`config.mk`:
```
export PLATFORM = sky130hd
export DESIGN_NAME = fir_controller
export DESIGN_NICKNAME = d
export VERILOG_FILES = /design/src/rtl/fir_controller.sv
export SDC_FILE = /design/constraint.sdc
export NUM_CORES = 1
export LEC_CHECK = 0
export CAP_MARGIN = 15
export CORE_AREA = 2 2 60 62
export CTS_CLUSTER_SIZE = 10
export DETAILED_ROUTE_END_ITERATION = 10
export DIE_AREA = 0 0 62 64
export GPL_TIMING_DRIVEN = 0
export PLACE_DENSITY_LB_ADDON = 0.08
export SYNTH_ARGS = -nofsm -noshare
export SYNTH_HDL_FRONTEND = slang
export SYNTH_SLANG_ARGS = --single-unit
```
`constraint.sdc`:
```
create_clock -name clk -period 3.9 [get_ports clk]
set_input_delay 0.585 -clock clk [delete_from_list [all_inputs] [get_ports clk]]
set_output_delay 0.585 -clock clk [all_outputs]
set_load 0.005 [all_outputs]
```
`src/rtl/fir_controller.sv`:
```
// Sequencing FSM for the four-tap FIR datapath: sample shift, alternating MAC,
// and queued coefficient loads. All outputs are registered Moore decodes.
module fir_controller (
    input  logic       clk,
    input  logic       n_reset,
    input  logic       dr,
    input  logic       lc,
    input  logic [1:0] coefficient_num,
    input  logic       overflow,
    output logic       cnt_up,
    output logic       modwait,
    output logic       err,
    output logic [2:0] op,
    output logic [3:0] src1,
    output logic [3:0] src2,
    output logic [3:0] dest
);

    typedef enum logic [4:0] {
        IDLE, EIDLE, LOADF, STORE, ZERO,
        SORT1, SORT2, SORT3, SORT4,
        MUL1, ADD1, MUL2, SUB2, MUL3, ADD3, MUL4, SUB4
    } state_t;

    typedef enum logic [2:0] {
        OP_NOP   = 3'b000,
        OP_COPY  = 3'b001,
        OP_LOAD1 = 3'b010,
        OP_LOAD2 = 3'b011,
        OP_ADD   = 3'b100,
        OP_SUB   = 3'b101,
        OP_MUL   = 3'b110
    } op_t;

    typedef struct packed {
        op_t        op;
        logic [3:0] src1;
        logic [3:0] src2;
        logic [3:0] dest;
        logic       cnt_up;
        logic       modwait;
        logic       err;
    } ctrl_t;

    state_t     state_q, state_d;
    logic       pend_q, pend_d;
    logic [1:0] coeff_sel_q, coeff_sel_d;
    ctrl_t      ctrl_q;

    function automatic ctrl_t set_op(op_t o, logic [3:0] s1, logic [3:0] s2, logic [3:0] d);
        ctrl_t c;
        c         = '0;
        c.modwait = 1'b1;
        c.op      = o;
        c.src1    = s1;
        c.src2    = s2;
        c.dest    = d;
        return c;
    endfunction

    function automatic ctrl_t decode(state_t s, logic [1:0] sel);
        ctrl_t c;
        c = set_op(OP_NOP, 4'd0, 4'd0, 4'd0);
        case (s)
            IDLE:  c.modwait = 1'b0;
            EIDLE: begin
                c.modwait = 1'b0;
                c.err     = 1'b1;
            end
            LOADF: c = set_op(OP_LOAD2, 4'd0, 4'd0, 4'd6 + {2'b00, sel});
            STORE: c = set_op(OP_LOAD1, 4'd0, 4'd0, 4'd1);
            ZERO:  begin
                c        = set_op(OP_SUB, 4'd0, 4'd0, 4'd0);
                c.cnt_up = 1'b1;
            end
            SORT1: c = set_op(OP_COPY, 4'd4, 4'd0, 4'd5);
            SORT2: c = set_op(OP_COPY, 4'd3, 4'd0, 4'd4);
            SORT3: c = set_op(OP_COPY, 4'd2, 4'd0, 4'd3);
            SORT4: c = set_op(OP_COPY, 4'd1, 4'd0, 4'd2);
            MUL1:  c = set_op(OP_MUL, 4'd2, 4'd6, 4'd10);
            ADD1:  c = set_op(OP_ADD, 4'd0, 4'd10, 4'd0);
            MUL2:  c = set_op(OP_MUL, 4'd3, 4'd7, 4'd10);
            SUB2:  c = set_op(OP_SUB, 4'd0, 4'd10, 4'd0);
            MUL3:  c = set_op(OP_MUL, 4'd4, 4'd8, 4'd10);
            ADD3:  c = set_op(OP_ADD, 4'd0, 4'd10, 4'd0);
            MUL4:  c = set_op(OP_MUL, 4'd5, 4'd9, 4'd10);
            SUB4:  c = set_op(OP_SUB, 4'd0, 4'd10, 4'd0);
            default: c.modwait = 1'b0;
        endcase
        return c;
    endfunction

    // A pulse arriving in LOADF re-arms pend, so the clear loses to lc.
    always_comb begin
        coeff_sel_d = lc ? coefficient_num : coeff_sel_q;
        pend_d      = lc | (pend_q & (state_q != LOADF));
        state_d     = state_q;
        case (state_q)
            IDLE, EIDLE: begin
                if (lc || pend_q) state_d = LOADF;
                else if (dr)      state_d = STORE;
            end
            LOADF: state_d = pend_d ? LOADF : IDLE;
            STORE: state_d = dr ? ZERO : EIDLE;
            ZERO:  state_d = SORT1;
            SORT1: state_d = SORT2;
            SORT2: state_d = SORT3;
            SORT3: state_d = SORT4;
            SORT4: state_d = MUL1;
            MUL1:  state_d = ADD1;
            ADD1:  state_d = overflow ? EIDLE : MUL2;
            MUL2:  state_d = SUB2;
            SUB2:  state_d = overflow ? EIDLE : MUL3;
            MUL3:  state_d = ADD3;
            ADD3:  state_d = overflow ? EIDLE : MUL4;
            MUL4:  state_d = SUB4;
            SUB4: begin
                if (overflow)          state_d = EIDLE;
                else if (pend_q || lc) state_d = LOADF;
                else                   state_d = IDLE;
            end
            default: state_d = IDLE;
        endcase
    end

    // NOTE: outputs are decoded from the next state and registered, so they
    // line up with state_q cycle-for-cycle without a combinational output path.
    always_ff @(posedge clk or negedge n_reset) begin
        if (!n_reset) begin
            state_q     <= IDLE;
            pend_q      <= 1'b0;
            coeff_sel_q <= 2'd0;
            ctrl_q      <= '0;
        end else begin
            state_q     <= state_d;
            pend_q      <= pend_d;
            coeff_sel_q <= coeff_sel_d;
            ctrl_q      <= decode(state_d, coeff_sel_d);
        end
    end

    assign op      = ctrl_q.op;
    assign src1    = ctrl_q.src1;
    assign src2    = ctrl_q.src2;
    assign dest    = ctrl_q.dest;
    assign cnt_up  = ctrl_q.cnt_up;
    assign modwait = ctrl_q.modwait;
    assign err     = ctrl_q.err;

endmodule
```
* Word level (Yosys, flattened, before mapping)
Index checks and enable logic that the tools add are counted.
Widths: inputs -> output; s select.
** Cells by class
- Bitwise logic cells :: 2
- Reduce and logical (&&, ||, !) cells :: 6
- Multiplexer cells :: 14
- $add $sub $neg :: 1
- Equality and inequality tests :: 33
** Operator list (number)
- $pmux 16 s13 :: 1
- $eq 5x4->1 const B :: 16
- $pmux 5 s16 :: 1
- $eq 5x3->1 const B :: 8
- $eq 5x2->1 const B :: 4
- $reduce_or 15->1 :: 1
- $mux 4 :: 3
- $eq 5x1->1 const B :: 2
- $eq 5x5->1 const B :: 2
- $mux 5 :: 2
- $mux 2 :: 4
- $reduce_or 2->1 :: 3
- $logic_not 5->1 :: 1
- $ne 5x2->1 const B :: 1
- $add 3x2->4 const A :: 1
- $mux 3 :: 1
- $mux 1 :: 2
- $and 1x1->1 :: 1
- $logic_or 1x1->1 :: 1
- $or 1x1->1 :: 1
** Storage, ports and cells
- Output and inout port bits :: 18
- Input port bits :: 7
- Word-level logic and storage cells :: 66
- Register bits after elaboration :: 26

* Longest topological paths before layout
- Depth after elaboration :: 8
- Gate-level depth with buffers :: 8
- Gate-level depth less buffers :: 6

* Worst setup path after synthesis
No wires, ideal clock.
- Path kind :: input -> register
- From :: in dr
- To :: reg ctrl_q (netlist bit src1[0])
- Cell stages on the path :: 6
- Path buffers :: 1
- Setup time :: 0.124 ns
- Required time :: 3.776 ns
- Arrival :: 1.657 ns
- Path slack :: 2.120 ns
- Path through :: o211a_2 a221oi_4 inv_2 buf_6 and3_4 o21bai_1
** On the way
- Cells in the longest elaborated chain, start to end :: 6
- Elaborated cells between the ends (all ways) :: 22
- Classes of those cells :: eq/ne: 15; mux: 5; reduce/logical: 2
** Ends and longest elaborated chain
- from (decl) :: line 6 : input logic dr,
- $mux 5 :: line 101 : else if (dr) state_d = STORE;
- $mux 5 :: line 100 : if (lc || pend_q) state_d = LOADF;
- $pmux 5 s16 * :: line 98 : case (state_q)
- named net state_d[0] :: line 45 : state_t state_q, state_d;
- $eq 5x5->1 / $eq 5x4->1 (equally long branches) :: line 64 : case (s)
- $reduce_or 2->1 (no line)
- $pmux 16 s13 * :: line 64
- to (signal assigned) :: line 138 : ctrl_q <= decode(state_d, coeff_sel_d);
- to (decl) :: line 48 : ctrl_t ctrl_q;
Mark *: on every way through the listed nets, which the timed path passes. The rest lies on a longest branch.

* Worst setup path after layout
- From :: in lc
- To :: reg ctrl_q (netlist bit src1[0])
** On the way
- Elaborated cells between the ends (all ways) :: 25
- Classes of those cells :: eq/ne: 15; mux: 6; bitwise: 1; reduce/logical: 3
** RTL lines
- from (decl) :: line 7 : input logic lc,
- $logic_or 1x1->1 * :: line 100
- $mux 5 * :: line 100
- $pmux 5 s16 * :: line 98
- named net state_d[0] :: line 45
- $eq 5x5->1 / $eq 5x4->1 (equally long branches) :: line 64
- $reduce_or 2->1 (no line)
- $pmux 16 s13 * :: line 64
Marked as above.

==> impl_metrics.env <==
export IMPL_finClkSkew_ns=0.00195
export IMPL_maxCapViolCount=0
export IMPL_peakVddDrop_mv=0.364
export IMPL_fmax_mhz=456
export IMPL_synthCells=119
export IMPL_fill_cells=314
export IMPL_rsz0062_at_grt="false"
export IMPL_drive_gt1_share_pct=19.7
export IMPL_initial_core_util_pct=39.3
export IMPL_portBuffers=23
export IMPL_die_area_mm2=0.00397
export IMPL_final_antenna_net_count=0
export IMPL_grt_pass1_vias=950
export IMPL_cts_buffers=3
export IMPL_wl_um=2730
export IMPL_synth_cell_types=46
export IMPL_worst_pin_slew_ns=0.521
export IMPL_cp_required_ns=4.12
export IMPL_min_path_type="input port to async pin"
export IMPL_cts_resized=0
export IMPL_status="completed"
export IMPL_endpoint_kind="flip-flop"
export IMPL_hold_viol=0
export IMPL_clkLatencyLatePin_ns=0.32
export IMPL_final_common_cell="dfrtp_1"
export IMPL_tns_ns=0
export IMPL_worstPathArrival_ns=2.41
export IMPL_avgSynthCellArea_um2=10.8
export IMPL_setup_violations=0
export IMPL_synth_net_count=126
export IMPL_gr_total_overflow=0
export IMPL_vias_per_cell=5.09
export IMPL_post_cts_setup_buffers=0
export IMPL_synthToLayoutAreaGrowth_pct=26.4
export IMPL_wl_per_cell_um=14.1
export IMPL_numClockSinks=25
export IMPL_fin_crit_ns=2.19
export IMPL_synthFlopType="dfrtp_1"
export IMPL_critPathKind="input port to flip-flop"
export IMPL_track_usage_pct=15.4
export IMPL_rows=21
export IMPL_top_level_ports=25
export IMPL_finalPower_mw=1.34
export IMPL_tritoncts="done"
export IMPL_netlist_area_mm2=0.00129
export IMPL_fin_crit_sh_pct=56.2
export IMPL_layout_nets=155
export IMPL_synth_seq_cells=25
export IMPL_seq_area_frac_synth_pct=48.5
export IMPL_first_pass_iters=4
export IMPL_antenna_cells=0
export IMPL_grt_pass1_wl_um=4570
export IMPL_antenna_found_initial=0
export IMPL_crit_path_max_fanout=10
export IMPL_chipWidth_um=62
export IMPL_drcViolationCount=0
export IMPL_h_tree_depth=1
export IMPL_cts_hold_buffers=0
export IMPL_path_clk_slew_ns=0.14
export IMPL_core_mm2=0.00328
export IMPL_layout_common_cells="dfrtp_1 (25), clkdlybuf4s50_1 (23), nand2_1 (11), nor2_1 (7), a21oi_1 (7)"
export IMPL_root_buffer="clkbuf_4"
export IMPL_drt_iter0_drc=21
export IMPL_grt_start_max_net_pins=26
export IMPL_drv_slew=0
export IMPL_finalNonFillerCells=193
export IMPL_clockBufferDepth=2
export IMPL_die_h_um=64
export IMPL_p_per_area_mw_per_mm2=823
export IMPL_critPathLaunchType="input port"
export IMPL_place_hpwl_um=1970
export IMPL_yosys_warnings=0
export IMPL_p_leak_nw=0.710
export IMPL_place_congestion=0.855
export IMPL_synth_edf_count=0
export IMPL_ys_async_sr_fraction_pct=100
export IMPL_via_count=982
export IMPL_slew_headroom_pct=65.2
export IMPL_place_inst=188
-- worst paths after layout --
check / from / endpoint / slack (ns) / depth (start not counted)
min in group clk: coeff_sel_q[0] / coeff_sel_q[0] / 0.52 / 1
setup reg to reg: state_q[1] / err / 1.99 / 5
setup / recovery: lc / src1[0] / 1.71 / 8
hold / removal: n_reset / pend_q / 0.49 / 1
hold reg to reg: coeff_sel_q[0] / coeff_sel_q[0] / 0.52 / 1
max in group asynchronous: n_reset / err / 2.96 / 2
-- stage by stage --
stage / hold WS [ns] / util [%] / worst slack (ns) / area [um2]
2_1_floorplan: 0.289 / - / 2.12 / 1290
3_3_place_gp: 0.491 / 48.0 / 1.37 / 1580
3_5_place_dp: 0.496 / 48.0 / 1.36 / 1580
4_1_cts: 0.528 / 48.9 / 1.71 / 1610
5_1_grt: 0.491 / 49.6 / 1.63 / 1630
6_report: 0.494 / 49.6 / 1.71 / 1630
-- cell type report --
cell class / count / area [um2] / share of cell area (%)
clock buffer: 3 / 22.5 / 1.38
sequential: 25 / 626 / 38.4
inverter: 5 / 18.8 / 1.15
clock inverter: 1 / 5.00 / 0.307
multi-input combinational: 80 / 581 / 35.6
tap: 46 / 57.6 / 3.53
buffer: 9 / 65.1 / 3.99
timing repair buffer: 24 / 255 / 15.7
-- logic make-up after synthesis --
group	Yosys count	share of synthesized area [%]
DFF	25	48.5
and+or+nand+nor	42	19.0
muxes	4	3.30
AOI/OAI and AO/OA	32	21.7
other	1	0.291
buffers and inverters	14	6.50
xor gates and xnor gates	1	0.679
-- Yosys cell counts (all sizes together) (2+ instances only) --
cell type  instances  share of area, %
buf                9               5.0
nor2               7               2.0
dfrtp             25                48
o21ai              6               2.3
nor3               3               1.2
a221oi             2               3.2
and4b              2               1.6
nand2             11               3.2
mux2i              2               1.6
o311ai             2               1.9
a21o               2               1.2
nor2b              3               1.5
and3               2               1.4
and2               2              0.97
or2                3               1.6
o32ai              2               1.9
mux2               2               1.7
o21bai             3               1.7
a21oi              8               3.4
nand3              4               1.9
inv                4               1.2
nand2b             2              0.97
-- per-layer routing --
metal,GRT usage [%],share of wire (%),routed length [um]
met5,0,0,0
met2,23.8,48,1300
met4,3.99,0.48,13
met1,22.0,48,1300
met3,2.63,4.1,113
-- flip-flops by register name, summed over array words and instances, names as in the netlist --
register,count
src1,3
op,3
modwait,1
err,1
pend_q,1
src2,4
coeff_sel_q,2
dest,4
state_q,5
cnt_up,1
-- worst max-delay path: stages --
cell	delay (ns)
clkdlybuf4s50_1	0.61
o21bai_1	0.10
o211a_2	0.17
a221oi_4	0.43
inv_2	0.08
buf_6	0.15
and3_4	0.15
o21bai_1	0.14
-- power breakdown --
| part | switching, mW | internal [mW] | leakage, nW |
|---|---|---|---|
| logic | 0.449 | 0.394 | 0.374 |
| registers | 0.0273 | 0.355 | 0.318 |
| clock network | 0.0784 | 0.0384 | 0.0177 |
Power figures use the tool's default switching activity.
